===== config.mk =====
export PLATFORM = sky130hd
export DESIGN_NAME = adder_arbiter
export DESIGN_NICKNAME = d
export VERILOG_FILES = /design/src/rtl/adder_arb_pkg.sv /design/src/rtl/adder_pkg.sv /design/src/rtl/adder.sv /design/src/rtl/rr_arbiter.sv /design/src/rtl/adder_arbiter.sv
export SDC_FILE = /design/constraint.sdc
export NUM_CORES = 1
export LEC_CHECK = 0
export CAP_MARGIN = 0
export CELL_PAD_IN_SITES_DETAIL_PLACEMENT = 1
export CELL_PAD_IN_SITES_GLOBAL_PLACEMENT = 1
export CORE_MARGIN = 2
export CORE_UTILIZATION = 29
export DETAILED_ROUTE_END_ITERATION = 8
export PLACE_DENSITY = 0.94
export SETUP_SLACK_MARGIN = 0.02
export SYNTH_ARGS = -nofsm -noshare
export SYNTH_HDL_FRONTEND = slang
export SYNTH_HIERARCHICAL = 1
export SYNTH_SLANG_ARGS = --single-unit

===== constraint.sdc =====
create_clock -name i_clk -period 5.8 [get_ports i_clk]
set_input_delay 1.16 -clock i_clk [delete_from_list [all_inputs] [get_ports i_clk]]
set_output_delay 1.16 -clock i_clk [all_outputs]
set_load 0.01 [all_outputs]

===== src/rtl/adder_arb_pkg.sv =====
// adder_arb_pkg: types and constants for the arbitrated adder front end.
//   state_e     - result register state (EMPTY / FULL)
//   NUM_REQ     - default number of requesters
//   COUNT_WIDTH - width of the accepted-operation counter
package adder_arb_pkg;

  localparam int NUM_REQ     = 4;
  localparam int COUNT_WIDTH = 16;

  typedef enum logic {
    EMPTY = 1'b0,
    FULL  = 1'b1
  } state_e;

endpackage : adder_arb_pkg


===== src/rtl/adder_pkg.sv =====
// adder_pkg: shared datapath parameters for the adder family.
//   WIDTH - default operand / sum width in bits.
package adder_pkg;

  localparam int WIDTH = 32;

endpackage : adder_pkg


===== src/rtl/adder.sv =====
// adder: unsigned p_width-bit adder with carry out, purely combinational.
//   i_a, i_b - operands
//   o_sum    - low p_width bits of i_a + i_b
//   o_co     - carry out of i_a + i_b
module adder #(
  parameter int p_width = adder_pkg::WIDTH
) (
  input  logic [p_width-1:0] i_a,
  input  logic [p_width-1:0] i_b,
  output logic [p_width-1:0] o_sum,
  output logic               o_co
);

  // Zero-extend both operands so the carry lands in the top bit.
  assign {o_co, o_sum} = {1'b0, i_a} + {1'b0, i_b};

endmodule : adder


===== src/rtl/rr_arbiter.sv =====
// rr_arbiter: round-robin arbiter with an internal rotating pointer.
//   i_clk, i_rst_n - clock, asynchronous active-low reset
//   i_req          - request vector
//   i_en           - arbitration enable; no grant is issued while low
//   o_grant        - one-hot grant (all zero when disabled or idle)
//   o_grant_id     - index of the granted requester
// The pointer advances to one past the winner whenever a grant is issued,
// which bounds the wait of a continuously requesting input to p_num_req grants.
module rr_arbiter #(
  parameter int p_num_req  = 4,
  parameter int p_id_width = $clog2(p_num_req)
) (
  input  logic                  i_clk,
  input  logic                  i_rst_n,
  input  logic [p_num_req-1:0]  i_req,
  input  logic                  i_en,
  output logic [p_num_req-1:0]  o_grant,
  output logic [p_id_width-1:0] o_grant_id
);

  logic [p_id_width-1:0] ptr_q;
  logic [p_id_width-1:0] ptr_d;
  logic [p_num_req-1:0]  grant_s;
  logic [p_id_width-1:0] grant_id_s;
  logic                  found_s;
  // One spare bit so ptr + offset cannot overflow before the wrap subtract.
  logic [p_id_width:0]   pos_s;
  logic [p_id_width-1:0] idx_s;

  // Search upward from the pointer with wrap-around for the first request.
  always_comb begin
    grant_s    = '0;
    grant_id_s = '0;
    found_s    = 1'b0;
    pos_s      = '0;
    idx_s      = '0;
    for (int i = 0; i < p_num_req; i++) begin
      pos_s = {1'b0, ptr_q} + (p_id_width+1)'(i);
      if (pos_s >= (p_id_width+1)'(p_num_req)) begin
        pos_s = pos_s - (p_id_width+1)'(p_num_req);
      end else begin
        pos_s = pos_s;
      end
      idx_s = pos_s[p_id_width-1:0];
      if (!found_s && i_en && i_req[idx_s]) begin
        grant_s[idx_s] = 1'b1;
        grant_id_s     = idx_s;
        found_s        = 1'b1;
      end else begin
        found_s = found_s;
      end
    end
  end

  // Next pointer: one past the winner, modulo p_num_req; hold when idle.
  always_comb begin
    ptr_d = ptr_q;
    if (found_s) begin
      if (grant_id_s == p_id_width'(p_num_req - 1)) begin
        ptr_d = '0;
      end else begin
        ptr_d = grant_id_s + p_id_width'(1);
      end
    end else begin
      ptr_d = ptr_q;
    end
  end

  // Pointer register.
  always_ff @(posedge i_clk or negedge i_rst_n) begin
    if (!i_rst_n) begin
      ptr_q <= '0;
    end else begin
      ptr_q <= ptr_d;
    end
  end

  assign o_grant    = grant_s;
  assign o_grant_id = grant_id_s;

endmodule : rr_arbiter


===== src/rtl/adder_arbiter.sv =====
// adder_arbiter: shares one adder among p_num_req requesters through a
// round-robin grant and a single-entry result register.
//   i_clk, i_rst_n       - clock, asynchronous active-low reset
//   i_req_valid/a/b      - per-requester operation and operands
//   o_req_ready          - one-hot grant (acceptance = valid & ready)
//   o_rsp_valid/id/sum/co- registered result, held until i_rsp_ready
//   i_rsp_ready          - consumer takes the result this cycle
//   o_op_count           - wrapping count of accepted operations
module adder_arbiter
  import adder_arb_pkg::*;
#(
  parameter int p_width    = adder_pkg::WIDTH,
  parameter int p_num_req  = NUM_REQ,
  parameter int p_id_width = $clog2(p_num_req)
) (
  input  logic                              i_clk,
  input  logic                              i_rst_n,
  input  logic [p_num_req-1:0]              i_req_valid,
  input  logic [p_num_req-1:0][p_width-1:0] i_req_a,
  input  logic [p_num_req-1:0][p_width-1:0] i_req_b,
  output logic [p_num_req-1:0]              o_req_ready,
  output logic                              o_rsp_valid,
  input  logic                              i_rsp_ready,
  output logic [p_id_width-1:0]             o_rsp_id,
  output logic [p_width-1:0]                o_rsp_sum,
  output logic                              o_rsp_co,
  output logic [COUNT_WIDTH-1:0]            o_op_count
);

  state_e                 state_q, state_d;
  logic [p_id_width-1:0]  id_q, id_d;
  logic [p_width-1:0]     sum_q, sum_d;
  logic                   co_q, co_d;
  logic [COUNT_WIDTH-1:0] cnt_q, cnt_d;

  logic                   slot_avail_s;
  logic                   arb_en_s;
  logic [p_num_req-1:0]   grant_s;
  logic [p_id_width-1:0]  grant_id_s;
  logic                   accept_s;
  logic [p_width-1:0]     add_a_s;
  logic [p_width-1:0]     add_b_s;
  logic [p_width-1:0]     add_sum_s;
  logic                   add_co_s;

  // Slot is free when empty, or when full and being drained this cycle.
  // Reset gates the enable so no grant is visible while i_rst_n is low.
  always_comb begin
    slot_avail_s = 1'b0;
    if (state_q == EMPTY) begin
      slot_avail_s = 1'b1;
    end else begin
      slot_avail_s = i_rsp_ready;
    end
    arb_en_s = slot_avail_s & i_rst_n;
  end

  rr_arbiter #(
    .p_num_req  (p_num_req),
    .p_id_width (p_id_width)
  ) u_rr_arbiter (
    .i_clk      (i_clk),
    .i_rst_n    (i_rst_n),
    .i_req      (i_req_valid),
    .i_en       (arb_en_s),
    .o_grant    (grant_s),
    .o_grant_id (grant_id_s)
  );

  assign accept_s = |grant_s;

  // Operand mux steered by the granted index.
  always_comb begin
    add_a_s = i_req_a[grant_id_s];
    add_b_s = i_req_b[grant_id_s];
  end

  adder #(
    .p_width (p_width)
  ) u_adder (
    .i_a   (add_a_s),
    .i_b   (add_b_s),
    .o_sum (add_sum_s),
    .o_co  (add_co_s)
  );

  // Result-register state machine: acceptance wins over a plain drain.
  always_comb begin
    state_d = state_q;
    case (state_q)
      EMPTY: begin
        if (accept_s) begin
          state_d = FULL;
        end else begin
          state_d = EMPTY;
        end
      end
      FULL: begin
        if (accept_s) begin
          state_d = FULL;
        end else if (i_rsp_ready) begin
          state_d = EMPTY;
        end else begin
          state_d = FULL;
        end
      end
      default: state_d = EMPTY;
    endcase
  end

  // Result payload and operation counter load only on acceptance.
  always_comb begin
    id_d  = id_q;
    sum_d = sum_q;
    co_d  = co_q;
    cnt_d = cnt_q;
    if (accept_s) begin
      id_d  = grant_id_s;
      sum_d = add_sum_s;
      co_d  = add_co_s;
      cnt_d = cnt_q + COUNT_WIDTH'(1);
    end else begin
      cnt_d = cnt_q;
    end
  end

  // State and result registers.
  always_ff @(posedge i_clk or negedge i_rst_n) begin
    if (!i_rst_n) begin
      state_q <= EMPTY;
      id_q    <= '0;
      sum_q   <= '0;
      co_q    <= 1'b0;
      cnt_q   <= '0;
    end else begin
      state_q <= state_d;
      id_q    <= id_d;
      sum_q   <= sum_d;
      co_q    <= co_d;
      cnt_q   <= cnt_d;
    end
  end

  assign o_req_ready = grant_s;
  assign o_rsp_valid = (state_q == FULL);
  assign o_rsp_id    = id_q;
  assign o_rsp_sum   = sum_q;
  assign o_rsp_co    = co_q;
  assign o_op_count  = cnt_q;

endmodule : adder_arbiter


==> impl_results.rst, run 1 <==
.. list-table::
   :header-rows: 1

   * - Metric
     - Value
   * - Result of the run
     - finished, final reports clean
   * - Total detailed-routing wirelength
     - 25600 um
   * - Yosys reg bits
     - 54
   * - Post-synth top area share
     - 23.8%
   * - Most instantiated cells after synthesis
     - sky130_fd_sc_hd__nand2_1, sky130_fd_sc_hd__mux4_2, sky130_fd_sc_hd__dfrtp_1, sky130_fd_sc_hd__ha_1, sky130_fd_sc_hd__a21oi_1
   * - Iteration count of the initial detailed-routing pass
     - 5
   * - Most common cell in the synthesized netlist
     - sky130_fd_sc_hd__nand2_1
   * - Synth Area per Inst
     - 9.59 um^2
   * - Post-synthesis cell type count
     - 70
   * - Fraction of final layout cells with drive strength greater than 1
     - 15.3%
   * - Worst clock skew
     - 0.00537 ns
   * - Startpoint types
     - input port
   * - Main flop type after synthesis
     - sky130_fd_sc_hd__dfrtp_1
   * - Layout filler cell count
     - 2376
   * - Critical Path RT
     - 6.04 ns
   * - Overall track demand over capacity in global routing
     - 22.8%
   * - Critical path cell sequence
     - clkdlybuf4s50_1 > mux4_2 > o221ai_2 > o211ai_1 > nor2_4 > buf_12 > buf_4 > mux4_2 > ha_1 > a21o_1 > a21oi_1 > a2111oi_2 > buf_4 > o32ai_4 > o31ai_2 > xnor2_1 > nand2_1 > nand2_1
   * - I/O pin cnt
     - 319
   * - Share of cell area taken by muxes after synthesis
     - 25.2%
   * - Gate count after technology mapping
     - 640
   * - Cell chosen for the clock root
     - sky130_fd_sc_hd__clkbuf_16
   * - Clock tree from TritonCTS
     - yes
   * - Core box area
     - 0.0209 mm^2
   * - Tot Pwr
     - 5.68 mW
   * - Unrepaired setup endpoints after global routing
     - yes
   * - Endpoint kind of the worst setup timing path
     - flop
   * - Top area cells in the synthesized netlist
     - sky130_fd_sc_hd__mux4_2, sky130_fd_sc_hd__dfrtp_1, sky130_fd_sc_hd__nand2_1, sky130_fd_sc_hd__ha_1, sky130_fd_sc_hd__xnor2_1
   * - Dominant delay contributor by cell family on the critical path
     - compound AO/OA/AOI/OAI gates
   * - Synthesized area
     - 0.00614 mm^2
   * - Time the worst path needs with I/O delays and setup
     - 5.57 ns
   * - Buffers on Ports
     - 318
   * - Number of synthesized flops with an enable pin
     - 0
   * - Number of global-route vias before repair
     - 7461
   * - Average vias per placed instance
     - 5.32
   * - P_leak
     - 4.06 nW
   * - Post-synthesis share of cell area spent on full adders, half adders and majority gates
     - 8.68%
   * - Starting density of the core
     - 29.4%
   * - Number of buffers created by CTS
     - 5
   * - CTS Buffer Depth
     - 2
   * - CP Buf/Inv Count
     - 4
   * - Maximum number of pins on one net before global-route repair
     - 57
   * - Complex-gate fraction of the synthesized area
     - 15.8%
   * - Max-slew headroom
     - 45.2%
   * - Synthesized-area fraction occupied by xor and xnor cells
     - 5.99%
   * - Routed wire per std cell
     - 20.5 um
   * - Setup violators final
     - 0
   * - Path type of the worst setup path
     - input port to flop
   * - Largest family of logic cells by synthesized area
     - multiplexers
   * - Routability Congestion
     - 0.905
   * - Via count
     - 6659
   * - Half-perimeter wire length after detailed placement
     - 22400 um
   * - Summed area of non-filler cells in the final layout
     - 0.0100 mm^2
   * - Final nets
     - 1279
   * - Slowest Stage Delay on Critical Path
     - 0.54 ns
   * - Power Dens Cells
     - 566 mW/mm^2
   * - Final period util
     - 96.1%
   * - DRC marker count from the first detailed-route iteration
     - 293
   * - Pin slew with the least headroom to its limit
     - 0.816 ns
   * - Synth warn
     - 6
   * - Count of H-tree levels built during CTS
     - 2
   * - MaxCap Viol Count
     - 0
   * - Largest fanout of any net on the critical path
     - 12
   * - Total congestion overflow
     - 0
   * - Share of synthesized registers carrying an async set or reset
     - 100%
   * - Hold Fails Final Rpt
     - 0
   * - Postcts setup bufs
     - 0
   * - Drc violations
     - 0
   * - Top achievable clock speed
     - 179 MHz
   * - Clock-pin transition on the worst setup and hold timing paths
     - 0.07 ns
   * - Global-route wire length before repair
     - 40000 um
   * - Synth Area in Simple Gates
     - 18.0%
   * - Worst hold-check path type
     - flop to flop
   * - Post-detailed-placement cell area
     - 0.00984 mm^2
   * - Arrival time at the worst endpoint
     - 5.81 ns
   * - Die outline height
     - 150 um
   * - Die area
     - 0.0224 mm^2
   * - Count of antenna-violating nets left after detailed routing
     - 0
   * - Clock latency reported for the late side of the worst-skew pair
     - 0.29 ns
   * - Fraction of the yosys area taken by sequential cells
     - 22.0%
   * - Area added between synthesis and finish
     - 63.3%
   * - Biggest area consumer among synthesized cells
     - sky130_fd_sc_hd__mux4_2
   * - Setup_tns
     - 0 ns
   * - Peak supply drop
     - 0.196 mV
   * - Sinks on the clock net
     - 54
   * - CP max-delay cell
     - sky130_fd_sc_hd__mux4_2
   * - Fin. max-slew vios
     - 0
   * - Number of placement rows
     - 53
   * - Die X-Extent
     - 150 um
   * - Number of nets in the synthesized netlist
     - 945
   * - Number of antenna violations at the first check in global routing
     - 2
## logic make-up after synthesis
logic type | after synthesis
flip-flops | 54
AND/OR/NAND/NOR | 242
XOR/XNOR | 42
AO/OA/AOI/OAI | 135
adder cells (fa/ha/maj) | 42
buffers and inverters | 52
multiplexers | 73
## layout make-up
cell class	instances	area (um^2)	area share, %
clock inverters	2	16.3	0.162
well taps	275	344	3.43
multi-input cells	534	4560	45.5
inverters	16	60.1	0.599
repair buffers	363	3550	35.4
diodes	2	5.00	0.0499
flip-flops and latches	54	1350	13.5
clock buffers	6	139	1.38
## power breakdown
group          internal [mW]  switching (mW)  leakage, nW
clock                  0.174           0.141       0.0735
combinational           2.14            2.58         3.30
sequential             0.552          0.0966        0.684
## cell usage in the layout, fill, tap and decap left out, types with 3 or more instances in the layout
cell type / synthesis / layout
sky130_fd_sc_hd__a21oi_1: 38 / 33
sky130_fd_sc_hd__mux2i_1: 6 / 6
sky130_fd_sc_hd__xor2_1: 13 / 13
sky130_fd_sc_hd__ha_1: 41 / 41
sky130_fd_sc_hd__a22o_1: 5 / 5
sky130_fd_sc_hd__a211oi_1: 8 / 7
sky130_fd_sc_hd__nor3_1: 10 / 9
sky130_fd_sc_hd__clkdlybuf4s50_1: 0 / 317
sky130_fd_sc_hd__and3_1: 8 / 8
sky130_fd_sc_hd__buf_12: 0 / 3
sky130_fd_sc_hd__inv_1: 15 / 15
sky130_fd_sc_hd__a31oi_1: 5 / 5
sky130_fd_sc_hd__nor2_1: 30 / 29
sky130_fd_sc_hd__buf_4: 7 / 42
sky130_fd_sc_hd__nand4_1: 3 / 3
sky130_fd_sc_hd__nand2b_1: 4 / 4
sky130_fd_sc_hd__dfrtp_1: 54 / 54
sky130_fd_sc_hd__o31ai_1: 5 / 5
sky130_fd_sc_hd__o21ai_0: 18 / 18
sky130_fd_sc_hd__and2_1: 4 / 4
sky130_fd_sc_hd__a21oi_2: 1 / 6
sky130_fd_sc_hd__xnor2_1: 29 / 29
sky130_fd_sc_hd__mux4_2: 65 / 65
sky130_fd_sc_hd__a21o_1: 15 / 15
sky130_fd_sc_hd__nand3_1: 19 / 19
sky130_fd_sc_hd__clkbuf_16: 0 / 5
sky130_fd_sc_hd__nand2_1: 142 / 142
sky130_fd_sc_hd__or2_1: 4 / 4
sky130_fd_sc_hd__a221o_1: 5 / 5
sky130_fd_sc_hd__o211ai_1: 6 / 6
## stage by stage
stage	cells	hold slack [ns]	setup WS (ns)	utilization (%)
5_1_grt	1252	0.499	0.0187	48.0
3_5_place_dp	1242	0.456	-0.158	47.1
3_3_place_gp	1242	0.450	0.0703	47.1
6_report	1252	0.468	0.228	48.0
4_1_cts	1250	0.472	0.140	47.8
2_1_floorplan	640	0.502	0.525	-
## worst paths after layout
kind                                           start  slack, ns  depth (start not counted)                   endpoint
setup / recovery                      i_req_valid[1]       0.23                         18  o_rsp_sum[25]$_DFFE_PN0P_
hold / removal             o_rsp_sum[22]$_DFFE_PN0P_       0.47                          2  o_rsp_sum[22]$_DFFE_PN0P_
setup reg to reg                                flop       0.77                         17  o_rsp_sum[25]$_DFFE_PN0P_
hold reg to reg            o_rsp_sum[22]$_DFFE_PN0P_       0.47                          2  o_rsp_sum[22]$_DFFE_PN0P_
max in group asynchronous                    i_rst_n       4.29                          2  o_rsp_sum[18]$_DFFE_PN0P_
min in group asynchronous                    i_rst_n       1.02                          2                  async pin
## layer usage
layer  vias to the layer above  part of all wire, %  track usage [%]
met2                       264                   54             43.2
met4                         0                  4.1             9.71
met3                        63                  4.7             2.90
met5                         -                    0                0
li1                       3080                    -                -
met1                      3252                   37             25.5
## timing repair
action                                  4_1_cts  5_1_grt
hold buffers                                  0        0
resized for setup                             0        7
endpoints found under the setup margin        0        4
## state kept, by name (all words and copies together) (netlist names), named ones only
register	cells
o_rsp_sum	32
o_op_count	16
o_rsp_id	2
o_rsp_co	1
o_rsp_valid	1
u_rr_arbiter/ptr_q	1
## worst min-delay path: cells and delay by family, from the launching register on
kind | cells | cell delay (ns)
AND/OR/NAND/NOR | 2 | 0.10
flip-flops | 1 | 0.34
No activity file was read; power rests on OpenSTA's default activity.
==> run 2, diff against run 1 <==
Settings changed: CORE_UTILIZATION 29 to 27, PLACE_DENSITY 0.94 to 0.92, TNS_END_PERCENT set to 50.
Clock period 5.8 ns to 4.81 ns, I/O delays scaled along.
==> impl_results.rst, run 2 (synthesized netlist as in run 1, its figures left out) <==
.. list-table::
   :header-rows: 1

   * - Metric
     - Value
   * - I/O pin cnt
     - 319
   * - Met2 global-route usage
     - 49.3%
   * - Arrival time at the worst endpoint
     - 5.31 ns
   * - Minimum setup slack in the final design
     - -0.272 ns
   * - Time the worst path needs with I/O delays and setup
     - 5.08 ns
   * - Met3 Use GR
     - 3.22%
   * - Total detailed-routing wirelength
     - 39500 um
   * - Post-layout instance count excluding filler cells
     - 1392
   * - DRC marker count from the first detailed-route iteration
     - 616
   * - Hold-fix buffers at CTS
     - 0
   * - Drc violations
     - 0
   * - Count of antenna-violating nets left after detailed routing
     - 0
   * - Global-route wire length before repair
     - 47300 um
   * - Die area
     - 0.0240 mm^2
   * - Core box area
     - 0.0225 mm^2
   * - Final period util
     - 106%
   * - GR Util met1
     - 26.4%
   * - Startpoint types
     - input port
   * - P_leak
     - 4.90 nW
   * - Most utilized layer in the global route result
     - met2
   * - Largest fanout of any net on the critical path
     - 6
   * - Hold Fails Final Rpt
     - 0
   * - Maximum number of pins on one net before global-route repair
     - 55
   * - Placed cells
     - 1343
   * - Worst clock skew
     - 0.00408 ns
   * - Sinks on the clock net
     - 54
   * - Half-perimeter wire length after detailed placement
     - 23700 um
   * - Starting density of the core
     - 27.3%
   * - Routability Congestion
     - 0.907
   * - Count of H-tree levels built during CTS
     - 2
   * - Number of placement rows
     - 55
   * - Power Dens Cells
     - 857 mW/mm^2
   * - Die X-Extent
     - 155 um
   * - Buffers on Ports
     - 318
   * - Failing checks
     - setup timing
   * - Post-detailed-placement cell area
     - 0.0106 mm^2
   * - Die outline height
     - 155 um
   * - Commonest cells after routing, fill and taps aside
     - sky130_fd_sc_hd__clkdlybuf4s50_1, sky130_fd_sc_hd__buf_4, sky130_fd_sc_hd__nand2_1
   * - Number of buffers created by CTS
     - 5
   * - Clock tree from TritonCTS
     - yes
   * - Commonest non-fill, non-tap cell in the layout
     - sky130_fd_sc_hd__clkdlybuf4s50_1
   * - Max-slew headroom
     - 50.7%
   * - MaxCap Viol Count
     - 0
   * - Diodes inserted
     - 0
   * - Number of antenna violations at the first check in global routing
     - 0
   * - Average vias per placed instance
     - 5.94
   * - Pin slew with the least headroom to its limit
     - 0.740 ns
   * - Clock latency reported for the late side of the worst-skew pair
     - 0.29 ns
   * - Fin. max-slew vios
     - 0
   * - Max FFs per register
     - 32
   * - Setup_tns
     - -2.56 ns
   * - Area added between synthesis and finish
     - 94.2%
   * - Top achievable clock speed
     - 197 MHz
   * - Endpoint kind of the worst setup timing path
     - flop
   * - Critical Path RT
     - 5.04 ns
   * - Peak supply drop
     - 0.455 mV
   * - Fraction of final layout cells with drive strength greater than 1
     - 31.9%
   * - Via count
     - 8265
   * - Result of the run
     - finished with violations
   * - Final nets
     - 1411
   * - Cell chosen for the clock root
     - sky130_fd_sc_hd__clkbuf_16
   * - Worst hold-check path type
     - flop to flop
   * - Total congestion overflow
     - 0
   * - Number of global-route vias before repair
     - 8672
   * - Overall track demand over capacity in global routing
     - 25.2%
   * - Iteration count of the initial detailed-routing pass
     - 5
   * - Summed area of non-filler cells in the final layout
     - 0.0119 mm^2
   * - Clock-pin transition on the worst setup and hold timing paths
     - 0.08 ns
   * - Unrepaired setup endpoints after global routing
     - yes
   * - Path type of the worst setup path
     - input port to flop
   * - CTS Buffer Depth
     - 2
   * - Setup violators final
     - 19
   * - Routed wire per std cell
     - 28.3 um
==> run 2: cell count changes in the layout (fill, tap and decap cells not counted), sizes merged, moves of 2 or more <==
cell	change
diode	-2
clkbuf	+3
buf	+131
clkinv	+2
clkdlybuf4s50	-5
==> run 2: worst max-delay path, stage by stage <==
cell,delay (ns)
sky130_fd_sc_hd__clkbuf_2,0.10
sky130_fd_sc_hd__mux4_2,0.48
sky130_fd_sc_hd__o221ai_2,0.15
sky130_fd_sc_hd__o211ai_1,0.11
sky130_fd_sc_hd__buf_4,0.16
sky130_fd_sc_hd__nor2_4,0.15
sky130_fd_sc_hd__buf_12,0.15
sky130_fd_sc_hd__buf_8,0.11
sky130_fd_sc_hd__buf_12,0.10
sky130_fd_sc_hd__buf_8,0.13
sky130_fd_sc_hd__mux4_2,0.55
sky130_fd_sc_hd__ha_4,0.32
sky130_fd_sc_hd__o211ai_1,0.16
sky130_fd_sc_hd__o211ai_1,0.38
sky130_fd_sc_hd__buf_4,0.19
sky130_fd_sc_hd__a21oi_2,0.05
sky130_fd_sc_hd__or2_4,0.28
sky130_fd_sc_hd__o31ai_4,0.25
sky130_fd_sc_hd__xor2_1,0.26
sky130_fd_sc_hd__nand2_1,0.11
sky130_fd_sc_hd__nand2_1,0.12
==> run 2: per-layer routing <==
layer  wire length [um]  up-vias
met5                  0        -
met4               3250        0
met3               2510      234
met2              20200      624
met1              13500     4066
li1                   -     3341
==> run 2: area by class of cell <==
cell class	count	area, um^2
fill	2356	10600
multi-input combinational	535	5240
timing repair buffer	494	4770
sequential	54	1350
tap	285	357
clock buffer	5	125
inverter	16	60.1
clock inverter	3	18.8
==> run 2: stage by stage <==
step	utilization (%)	power [mW]	setup WS, ns	hold WS (ns)
2_1_floorplan	-	4.67	-0.0269	0.502
3_5_place_dp	47.1	7.41	-0.835	0.457
6_report	53.0	10.2	-0.272	0.471
5_1_grt	53.0	10.6	-0.312	0.491
4_1_cts	49.8	8.38	0.0327	0.474
3_3_place_gp	47.1	7.03	-0.614	0.450
==> run 2: what timing repair did <==
item                       in CTS  in global routing
pin swaps                      28                 48
resized for setup              62                 75
buffers inserted                7                 28
setup endpoints to repair      21                 18
gates cloned                    4                  3
==> run 2: path summary, 6_finish.rpt <==
path | endpoint | cells after the start | from | slack (ns)
setup / recovery | o_rsp_sum[30]$_DFFE_PN0P_ | 21 | i_req_valid[0] | -0.27
hold / removal | o_rsp_sum[12]$_DFFE_PN0P_ | 2 | o_rsp_sum[12]$_DFFE_PN0P_ | 0.47
setup reg to reg | o_rsp_sum[30]$_DFFE_PN0P_ | 22 | u_rr_arbiter/ptr_q[1]$_DFFE_PN0P_ | -0.19
hold reg to reg | o_rsp_sum[12]$_DFFE_PN0P_ | 2 | o_rsp_sum[12]$_DFFE_PN0P_ | 0.47
max in group asynchronous | o_rsp_sum[21]$_DFFE_PN0P_ | 2 | i_rst_n | 3.49
min in group asynchronous | o_rsp_id[0]$_DFFE_PN0P_ | 2 | i_rst_n | 0.83
==> run 2: report_power, final <==
part	switching [mW]	internal, mW	total [mW]	leakage, nW
clock	0.180	0.194	0.374	0.0740
sequential	0.123	0.665	0.788	0.684
combinational	4.85	4.20	9.05	4.14
total	5.15	5.06	10.2	4.90
